## config.mk

```make
export PLATFORM = sky130hd
export DESIGN_NAME = dma_priority_arbiter
export DESIGN_NICKNAME = d
export VERILOG_FILES = /design/src/rtl/dma_priority_arbiter.sv
export SDC_FILE = /design/constraint.sdc
export NUM_CORES = 1
export LEC_CHECK = 0
export BUFFER_PORTS_ARGS = -buffer_cell sky130_fd_sc_hd__buf_2
export CAP_MARGIN = 40
export CORE_UTILIZATION = 56
export CTS_BUF_LIST = sky130_fd_sc_hd__clkbuf_4 sky130_fd_sc_hd__clkbuf_8
export DETAILED_ROUTE_END_ITERATION = 8
export GPL_ROUTABILITY_DRIVEN = 0
export PLACE_DENSITY_LB_ADDON = 0.3
export SLEW_MARGIN = 20
export SYNTH_ARGS = -nofsm -noshare
export SYNTH_HDL_FRONTEND = slang
export SYNTH_SLANG_ARGS = --single-unit
```

## constraint.sdc

```tcl
create_clock -name CLK -period 2.65 [get_ports CLK]
set_input_delay 0.53 -clock CLK [delete_from_list [all_inputs] [get_ports CLK]]
set_output_delay 0.53 -clock CLK [all_outputs]
set_load 0.005 [all_outputs]
```

## src/rtl/dma_priority_arbiter.sv

```systemverilog
// Channel request/acknowledge controller for an 8237A-style DMA: DREQ sync, mask/software
// requests, HRQ/HLDA bus handshake, fixed or rotating channel priority and DACK drive.
module dma_priority_arbiter #(
  parameter int NUM_CH      = 4,
  parameter int SYNC_STAGES = 2
) (
  input  logic              CLK,
  input  logic              RESET_N,
  input  logic [NUM_CH-1:0] DREQ,
  input  logic              HLDA,
  input  logic [NUM_CH-1:0] MASK,
  input  logic [NUM_CH-1:0] SW_REQ,
  input  logic              CTRL_DISABLE,
  input  logic              ROT_PRI,
  input  logic              DREQ_SENSE_LOW,
  input  logic              DACK_SENSE_HIGH,
  input  logic              XFER_DONE,
  output logic              HRQ,
  output logic [NUM_CH-1:0] DACK,
  output logic [1:0]        CH_SEL,
  output logic              SVC_VALID
);

  // state   | meaning
  // IDLE    | no request pending, bus not requested
  // REQ     | HRQ raised, waiting for HLDA
  // GRANT   | bus owned, DACK held on the winning channel
  // RELEASE | service done, HRQ dropped, waiting for HLDA to fall
  typedef enum logic [1:0] {
    ST_IDLE    = 2'd0,
    ST_REQ     = 2'd1,
    ST_GRANT   = 2'd2,
    ST_RELEASE = 2'd3
  } state_t;

  state_t                            state_q, state_d;
  logic                              hrq_q, hrq_d;
  logic [NUM_CH-1:0]                 grant_q, grant_d;
  logic [1:0]                        ch_sel_q, ch_sel_d;
  logic                              svc_valid_q, svc_valid_d;
  logic [1:0]                        last_q, last_d;
  logic [SYNC_STAGES-1:0][NUM_CH-1:0] sync_q, sync_d;

  logic [NUM_CH-1:0] dreq_in;
  logic [NUM_CH-1:0] dreq_s;
  logic [NUM_CH-1:0] eff_req;
  logic              any_req;
  logic [1:0]        win_ch;
  logic [1:0]        idx;
  logic              win_found;

  // Polarity is normalised before the synchroniser so dreq_s is always active-high.
  always_comb begin
    dreq_in = DREQ ^ {NUM_CH{DREQ_SENSE_LOW}};
    sync_d  = {sync_q[SYNC_STAGES-2:0], dreq_in};
    dreq_s  = sync_q[SYNC_STAGES-1];
    eff_req = CTRL_DISABLE ? '0 : ((dreq_s & ~MASK) | SW_REQ);
    any_req = |eff_req;
  end

  // Priority search starts at ch0 (fixed) or at the channel after the last one served.
  always_comb begin
    win_ch    = 2'd0;
    win_found = 1'b0;
    idx       = 2'd0;
    for (int i = 0; i < NUM_CH; i++) begin
      idx = ROT_PRI ? (last_q + 2'(i) + 2'd1) : 2'(i);
      if (!win_found && eff_req[idx]) begin
        win_found = 1'b1;
        win_ch    = idx;
      end
    end
  end

  always_comb begin
    state_d     = state_q;
    hrq_d       = hrq_q;
    grant_d     = grant_q;
    ch_sel_d    = ch_sel_q;
    svc_valid_d = svc_valid_q;
    last_d      = last_q;
    unique case (state_q)
      ST_IDLE: begin
        if (any_req) begin
          state_d = ST_REQ;
          hrq_d   = 1'b1;
        end
      end
      ST_REQ: begin
        if (!any_req) begin
          state_d = ST_IDLE;
          hrq_d   = 1'b0;
        end else if (HLDA) begin
          state_d     = ST_GRANT;
          grant_d     = {{(NUM_CH-1){1'b0}}, 1'b1} << win_ch;
          ch_sel_d    = win_ch;
          svc_valid_d = 1'b1;
        end
      end
      ST_GRANT: begin
        // Completion wins over a simultaneous HLDA drop so the pointer still rotates.
        if (XFER_DONE) begin
          state_d     = ST_RELEASE;
          last_d      = ch_sel_q;
          hrq_d       = 1'b0;
          grant_d     = '0;
          svc_valid_d = 1'b0;
        end else if (!HLDA) begin
          state_d     = ST_IDLE;
          hrq_d       = 1'b0;
          grant_d     = '0;
          svc_valid_d = 1'b0;
        end
      end
      ST_RELEASE: begin
        if (!HLDA) state_d = ST_IDLE;
      end
      default: begin
        state_d     = ST_IDLE;
        hrq_d       = 1'b0;
        grant_d     = '0;
        svc_valid_d = 1'b0;
      end
    endcase
  end

  always_ff @(posedge CLK or negedge RESET_N) begin
    if (!RESET_N) begin
      state_q     <= ST_IDLE;
      hrq_q       <= 1'b0;
      grant_q     <= '0;
      ch_sel_q    <= 2'd0;
      svc_valid_q <= 1'b0;
      last_q      <= 2'd3;
      sync_q      <= '0;
    end else begin
      state_q     <= state_d;
      hrq_q       <= hrq_d;
      grant_q     <= grant_d;
      ch_sel_q    <= ch_sel_d;
      svc_valid_q <= svc_valid_d;
      last_q      <= last_d;
      sync_q      <= sync_d;
    end
  end

  assign HRQ       = hrq_q;
  assign DACK      = DACK_SENSE_HIGH ? grant_q : ~grant_q;
  assign CH_SEL    = ch_sel_q;
  assign SVC_VALID = svc_valid_q;

endmodule
```

=== Word-level counts from Yosys, hierarchy flattened ===
Index checks and enable logic that the tools add are counted.

* Add/subtract/negate cells: 6
* Magnitude comparators: 4
* Equality and inequality tests: 9
* Shift operators: 1
* Muxes and demuxes: 40
* Bitwise operators: 5
* Reductions and logical operators: 15

{| class="wikitable"
|+ Operators by type and width
! operator !! count
|-
| 2-to-1 mux 2 bit || 13
|-
| 2-to-1 mux 4 bit || 6
|-
| 2-to-1 mux 1 bit || 13
|-
| less-than comparator 2 x 3 -> 1 bit, second input constant || 4
|-
| adder 2 x 1 -> 2 bit, second input constant || 4
|-
| binary-select mux 1 bit (select 2 bit) || 4
|-
| inequality test 2 bit, second input constant || 4
|-
| NOT 4 bit || 2
|-
| one-hot mux 2 bit (4 select lines) || 1
|-
| one-hot mux 4 bit (2 select lines) || 1
|-
| AND reduction 4 bit || 2
|-
| inequality test 3 bit, second input constant || 2
|-
| adder 2 bit, second input constant || 2
|-
| AND 4 bit || 1
|-
| == test 2 bit, second input constant || 2
|-
| OR 4 bit || 1
|-
| AND reduction 2 bit || 2
|-
| OR reduction 4 bit || 1
|-
| << shifter 1 x 2 -> 4 bit, first input constant || 1
|-
| XOR 4 bit || 1
|-
| logical AND 1 bit || 3
|-
| logical NOT 1 bit || 3
|-
| one-hot mux 1 bit (3 select lines) || 1
|-
| AND reduction 3 bit || 1
|-
| other kinds (5) || 5
|}

* Bits in registers: 20
* Bits of input ports: 20
* Output and inout bits: 8

=== Depth between registers and ports, before layout ===
Gate-level depths: netlist of run 1.

* Word-level depth: 20
* Depth in mapped cells: 8

=== Worst setup path before layout of run 1 ===
No wires, ideal clock.

* Path kind: input port to flip-flop
* Start point: input port CTRL_DISABLE
* End point: register grant_q[2]
* Setup time: 122 ps
* Data arrival time: 1883 ps
* Required time: 2528 ps
* Setup slack: 646 ps
* Stages: 7
* Path buffers: 1
* Cells stage by stage: buf_6 -> inv_1 -> o21ai_2 -> o22ai_4 -> o21ai_2 -> or4_4 -> a32o_1

* Cells in the longest elaborated chain, start to end: 17
* Elaborated cells between the ends (all ways): 29
* Classes of those cells: eq/ne (1); shift (1); mux (19); reduce/logical (8)

{| class="wikitable"
|+ Ends and longest elaborated chain
! item !! line !! source
|-
| from (decl) || 13 || <nowiki>input logic CTRL_DISABLE,</nowiki>
|-
| 2-to-1 mux 4 bit (*) || 57 || <nowiki>eff_req = CTRL_DISABLE ? '0 : ((dreq_s & ~MASK) | SW_REQ);</nowiki>
|-
| binary-select mux 1 bit (select 2 bit) || 68 || <nowiki>if (!win_found && eff_req[idx]) begin</nowiki>
|-
| 2-to-1 mux 1 bit (not written as such) || 68 ||
|-
| 2-to-1 mux 1 bit || 68 ||
|-
| logical NOT 1 bit || 68 ||
|-
| logical AND 1 bit || 68 ||
|-
| 2-to-1 mux 1 bit || 68 ||
|-
| logical NOT 1 bit || 68 ||
|-
| logical AND 1 bit || 68 ||
|-
| 2-to-1 mux 1 bit || 68 ||
|-
| logical NOT 1 bit || 68 ||
|-
| logical AND 1 bit || 68 ||
|-
| 2-to-1 mux 2 bit || 68 ||
|-
| << shifter 1 x 2 -> 4 bit || 95 || <nowiki>grant_d = {{(NUM_CH-1){1'b0}}, 1'b1} << win_ch;</nowiki>
|-
| 2-to-1 mux 4 bit || 93 || <nowiki>end else if (HLDA) begin</nowiki>
|-
| 2-to-1 mux 4 bit || 90 || <nowiki>if (!any_req) begin</nowiki>
|-
| one-hot mux 4 bit (2 select lines) || 82 || <nowiki>unique case (state_q)</nowiki>
|-
| to (signal assigned) || 139 || <nowiki>grant_q <= grant_d;</nowiki>
|-
| to (decl) || 38 || <nowiki>logic [NUM_CH-1:0] grant_q, grant_d;</nowiki>
|}

Mark *: on every way between the ends. The rest lies on a longest branch, timed or not. The select of a mux whose other input is x is not followed.
A chain may end at the register's enable or synchronous reset.

=== Worst setup path after layout of run 1 ===
* Start point: register last_q[0]
* End point: register grant_q[1]

* Cells in the longest elaborated chain, start to end: 18
* Elaborated cells between the ends (all ways): 35
* Classes of those cells: add/sub (6); shift (1); mux (22); reduce/logical (6)

{| class="wikitable"
|+ Ends and longest elaborated chain
! item !! line !! source
|-
| from (decl) || 41 || <nowiki>logic [1:0] last_q, last_d;</nowiki>
|-
| from (signal assigned) || 142 || <nowiki>last_q <= last_d;</nowiki>
|-
| branches (longest 13 deep; another with adder 2 x 1 -> 2 bit) || - ||
|-
| 2-to-1 mux 2 bit (*) || 68 ||
|-
| << shifter 1 x 2 -> 4 bit (*) || 95 ||
|-
| 2-to-1 mux 4 bit (*) || 93 ||
|-
| 2-to-1 mux 4 bit (*) || 90 ||
|-
| one-hot mux 4 bit (2 select lines) (*) || 82 ||
|}

Mark *: on every way between the ends. The select of a mux whose other input is x is not followed.

==> flow_summary.ini, run 1 <==
[grt]
grt_first_pass_wirelength_um = 4560
antenna_found_initial = 0
grt_usage_pct = 23.3
overflow = 0
grt_pass1_vias = 1104
grt_max_degree = 21

[place]
dp.cells = 183
place_area_mm2 = 0.00146
hpwlAfterDp_um = 2040
port_buffers = 27

[job]
maxCapViolations = 0

[yosys]
async_reset_ff_share_pct = 100
yosysWarningCount = 0
synthCells = 135
synth-edff-count = 0
synth_top_flop_cell = dfrtp_1
ys_types = 49
syn_nets = 160
synth_seq_cells = 20
synth_area_mm2 = 0.00134
yosysSeqAreaShare_pct = 37.6
syn_avg_cell_area_um2 = 9.90

[clock_tree]
ctsHoldBuffers = 0
htreeDepth = 1
clockBufferDepth = 2
cts_made_buffers = 3
cts_root_buf = clkbuf_4
cts_tree = built
insertion_delay_ps = 290
cts_sinks = 20
cts.reportedPaths.clkPinSlew_ps = 100
post_cts_resized = 0
cts_setup_buffers = 0

[floorplan]
die-area_mm2 = 0.00259
io_pins = 28
die_x_um = 50.9
die_h_um = 50.9
fp-row-count = 17
initial_utilization_pct = 59.8
core_mm2 = 0.00223

[critical_path]
critPathKind = register to register
crit_fanout = 9
cp-start-kind = register
crit_required_ps = 2850
cp-end-kind = register
worstRegToRegCells = 6
arrival_ps = 2340

[routing]
met1_length_um = 1120
routed-via-count = 1126
dr.pass1.iters = 4
ant_nets = 0
wl_met3_um = 91
highest_layer = met4
wl_met2_um = 1390
wl_per_cell_um = 14.1
drt_iter0_markers = 34
drc = 0
post_drt_via_cell_ratio = 6.05
wl_um = 2630

[min_path]
hp-class = input port to asynchronous set/reset pin

[timing]
max_freq_ghz = 0.466
fin_worst_skew_ps = 6.56
worst_pin_slew_ps = 648
fin_crit_sh_pct = 81.0
report.final.slew_viol_count = 0
fin_setup_tns_ps = 0
fin_crit_ps = 2150
timing.hold.ws_ps = 158
rsz0062_at_grt = false
final_hold_viol_count = 0
setup-violations-final = 0
maxSlewHeadroom_pct = 56.8

[finish]
final_nets = 185
drive_above_1_share_pct = 31.6
regArea_um2 = 503
stdcell_count = 186
design_area_mm2 = 0.00148
fill_cells = 193
multiInputGateArea_um2 = 761
diodes = 0
final_common_cell = buf_2
final_cell_mix = buf_2 (27), dfrtp_1 (18), nand2_1 (14)
syn2layout_area_growth_pct = 11.0

[outcome]
outcome = completed

[power_and_ir_drop]
cellPowerDensity_mw_per_mm2 = 752
vdd_drop_max_v = 0.000536
leakage_nw = 0.649
-- synthesized netlist by cell type, types with 2 or more instances --
| cell type | instances | area share, % |
|---|---|---|
| nand2_1 | 14 | 3.9 |
| o21ai_2 | 2 | 1.3 |
| a22o_1 | 3 | 2.0 |
| nand3_1 | 3 | 1.1 |
| o2bb2ai_1 | 2 | 1.3 |
| a31oi_1 | 4 | 1.9 |
| nand2b_1 | 2 | 0.94 |
| mux2_2 | 3 | 2.5 |
| clkbuf_1 | 3 | 0.84 |
| buf_6 | 2 | 1.7 |
| nor2b_2 | 2 | 1.3 |
| a21oi_1 | 6 | 2.2 |
| xnor2_1 | 5 | 3.3 |
| xor2_1 | 4 | 2.6 |
| o21ai_0 | 7 | 2.6 |
| o211ai_1 | 3 | 1.7 |
| dfstp_2 | 2 | 3.9 |
| ha_1 | 5 | 4.7 |
| nor2_1 | 6 | 1.7 |
| dfrtp_1 | 18 | 34 |
| nor2_4 | 2 | 1.7 |
| a32o_1 | 3 | 2.2 |
| nor4_1 | 2 | 0.94 |
| inv_1 | 7 | 2.0 |
-- registers in the layout, summed over array words and instances, names as in the netlist --
name / count
CH_SEL: 2
HRQ: 1
SVC_VALID: 1
dreq_s: 4
grant_q: 4
last_q: 2
state_q: 2
sync_d: 4
-- final timing paths --
| kind | slack [ps] | end | from |
|---|---|---|---|
| worst max-delay path | 500 | grant_q[1] | last_q[0] |
| worst min-delay path | 160 | grant_q[2] | RESET_N |
| worst max register to register | 500 | grant_q[1] | last_q[0] |
| worst min register to register | 350 | dreq_s[1] | sync_d[5] |
| max in group asynchronous | 2150 | last_q[1] | RESET_N |
| min in group CLK | 350 | dreq_s[1] | sync_d[5] |
-- power by group --
part	internal (mW)	switching, mW	total [mW]	leakage [nW]
Clock	0.0529	0.0828	0.136	0.0138
Combinational	0.240	0.259	0.500	0.395
Sequential	0.399	0.0811	0.480	0.240
Total	0.692	0.423	1.12	0.649
-- metrics by stage --
step | setup slack, ps | utilization (%) | total power, mW
after floorplan | 646 | - | 0.856
after global placement | 395 | 65.4 | 0.966
after detailed placement | 382 | 65.4 | 0.986
after CTS | 493 | 66.4 | 1.12
after global routing | 389 | 66.4 | 1.20
final | 504 | 66.4 | 1.12
-- cell type report --
class                           count  area share [%]
Inverter                            7            1.77
Tap cell                           28            2.36
Sequential cell                    20            33.9
Timing Repair Buffer               27            9.11
Multi-Input combinational cell    101            51.3
Clock buffer                        3            1.52
-- per-layer routing --
layer / track usage (%) / vias to the layer above
met5: 0 / -
met4: 9.72 / 0
met3: 1.79 / 4
met2: 42.7 / 26
met1: 27.8 / 555
li1: - / 541
-- kinds of logic (layout without fill, tap and decap cells) --
group	after synthesis	in the layout	synth area share, %
xor gates and xnor gates	9	9	5.90
and+or+nand+nor	41	41	18.5
DFF	20	20	37.6
muxes	3	3	2.53
AOI/OAI and AO/OA	43	43	25.3
adders and majority gates	5	5	4.68
buffers and inverters	14	37	5.43
-- critical path, cell delays in order, from the launching register on --
cell      delay [ps]
dfstp_2          640
nand2b_4         210
nand2_4           70
o22ai_4          190
o21ai_2          100
or4_4            540
o41ai_2          290
Note: power is estimated with default switching activity, not from simulation.
==> run 2, diff against run 1 <==
- ABC_AREA: default -> 1
- clock period: 2.65 -> 2.1 ns (I/O delays scaled with it)
==> run 2 against run 1 <==
Effect of this change:
- sequential share of layout area fell by 1.2 points
- sequential cell count is the same
- area after synthesis is 1.2% higher
- largest cell class unchanged
- largest power group unchanged
==> flow_summary.ini, run 2 <==
[routing]
drt_iter0_markers = 30
routed-via-count = 1180
drc = 0
post_drt_via_cell_ratio = 5.06
dr.pass1.iters = 4
wl_um = 2580
wl_per_cell_um = 11.1
ant_nets = 0

[yosys]
synth_top_flop_cell = dfrtp_1
synth_seq_cells = 20
async_reset_ff_share_pct = 100
syn_nets = 201
synthTopCellsByArea = dfrtp_1 (33%), nand2_1 (14%), nand3_2 (6.7%)
ys_types = 28
synth_top_area_share_pct = 33.3
synthTopCellsByCount = nand2_1 (51), inv_1 (21), dfrtp_1 (18)
yosysWarningCount = 0
yosysSeqAreaShare_pct = 37.2
synthCells = 176
syn_avg_cell_area_um2 = 7.68
synth_area_mm2 = 0.00135
synth_largest_area_cell = dfrtp_1
yosysMostFrequentCell = nand2_1
synth-edff-count = 0

[timing]
fin_setup_tns_ps = 0
fin_crit_ps = 1720
fin_ws_ps = 376
max_freq_ghz = 0.580
fin_worst_skew_ps = 1.05
fin_crit_sh_pct = 82.1
maxSlewHeadroom_pct = 71.0
rsz0062_at_grt = false
worst_pin_slew_ps = 434
setup-violations-final = 0
final_hold_viol_count = 0
report.final.slew_viol_count = 0

[place]
port_buffers = 27
hpwlAfterDp_um = 2080
pre_cts_ws_ps = 359

[floorplan]
die_h_um = 51.1
die-area_mm2 = 0.00262
fp-row-count = 17
io_pins = 28
initial_utilization_pct = 60.0
core_mm2 = 0.00225
die_x_um = 51.1

[grt]
antenna_found_initial = 0
overflow = 0
grt_first_pass_wirelength_um = 4550
grt_max_degree = 21
grt_usage_pct = 23.6
grt_pass1_vias = 1108

[clock_tree]
ctsHoldBuffers = 0
post_cts_resized = 0
cts_root_buf = clkbuf_4
cts.reportedPaths.clkPinSlew_ps = 100
cts_sinks = 20
clockBufferDepth = 2
cts_made_buffers = 3
htreeDepth = 1
cts_tree = built
cts_setup_buffers = 0
insertion_delay_ps = 290

[finish]
final_cell_mix = nand2_1 (51), buf_2 (27), inv_1 (21)
final_common_cell = nand2_1
fill_cells = 193
drive_above_1_share_pct = 30.7
regArea_um2 = 503
diodes = 0
utilization_pct = 68.2
final_nets = 231
syn2layout_area_growth_pct = 13.7
multiInputGateArea_um2 = 727

[min_path]
hp-class = input port to asynchronous set/reset pin

[power_and_ir_drop]
cellPowerDensity_mw_per_mm2 = 1090
vdd_drop_max_v = 0.000782
leakage_nw = 0.840

[critical_path]
critPathKind = register to register
cpMaxStageDelayCell = dfstp_2
arrival_ps = 1920
crit_path_max_incr_delay_ps = 560
crit_fanout = 4
path_cells = inv_1, nand2_1, nand3_2, clkinv_1, nand3_1, nand2_2, inv_2, nor2_4, nand3_2, nand2_2, nor2_2, nand2_1, nand2_1
crit_required_ps = 2290
cp-start-kind = register
critical-path-top-delay-family = simple AND/OR/NAND/NOR gates
cp-end-kind = register
cpMostUsedCell = nand2_1
r2r_slack_ps = 380
crit_buf_inv = 3

[job]
maxCapViolations = 0

[outcome]
outcome = completed
-- run 2: cell types whose count changed in the layout (fill, tap and decap cells not counted), moves of 4 or more --
cell	previous run	this run
inv_2	0	4
inv_1	7	21
nand3_2	0	9
a31oi_1	4	0
nand2_2	0	8
a21oi_1	6	0
nand3_1	3	15
nand2_1	14	51
-- run 2: through the flow --
stage          total power, mW  cells  area (µm²)  hold slack, ps
2_1_floorplan             1.25    176        1350             124
3_3_place_gp              1.44    229        1510             333
3_5_place_dp              1.48    229        1510             335
4_1_cts                   1.68    233        1540            66.6
5_1_grt                   1.85    233        1540            64.7
6_report                  1.68    233        1540            48.6
-- run 2: area by class of cell --
| class | instances | share of cell area, % |
|---|---|---|
| timing repair buffer | 27 | 8.79 |
| clock buffer | 4 | 1.95 |
| multi-input combinational | 126 | 47.3 |
| inverter | 28 | 7.00 |
| tap | 28 | 2.28 |
| sequential | 20 | 32.7 |
-- run 2: where the power goes --
part | switching (mW) | leakage [nW] | internal, mW
clock network | 0.110 | 0.0184 | 0.0868
logic | 0.556 | 0.579 | 0.335
registers | 0.0766 | 0.243 | 0.513
-- run 2: final timing paths --
| check | cells after the start | from | to |
|---|---|---|---|
| max in group asynchronous | 1 | RESET_N | last_q[1] |
| min in group CLK | 2 | DREQ[3] | sync_d[7] |
| setup reg to reg | 13 | last_q[1] | grant_q[2] |
| setup / recovery | 13 | last_q[1] | grant_q[2] |
| hold / removal | 1 | RESET_N | HRQ |
| hold reg to reg | 0 | sync_d[5] | dreq_s[1] |
-- run 2: kinds of logic after synthesis --
logic type | count (synthesis) | synth area share [%]
AND/OR/NAND/NOR | 100 | 37.8
AO/OA/AOI/OAI | 13 | 6.11
adder cells (fa/ha/maj) | 5 | 4.63
XOR/XNOR | 8 | 5.18
flip-flops | 20 | 37.2
buffers and inverters | 30 | 9.07
-- run 2: metal layers --
layer  vias to the layer above  track usage [%]  share of wire [%]
li1                        609                -                  -
met1                       539             28.3                 45
met2                        26             41.7                 51
met3                         6             3.57                3.4
met4                         0             9.72                1.4
met5                         -                0                  0
-- run 2: worst register-to-register path: stages (launching register included) --
cell and delay (ps):
dfstp_2 560, inv_1 50, nand2_1 70, nand3_2 110, clkinv_1 120, nand3_1 100
nand2_2 120, inv_2 50, nor2_4 110, nand3_2 70, nand2_2 110, nor2_2 60
nand2_1 50, nand2_1 50
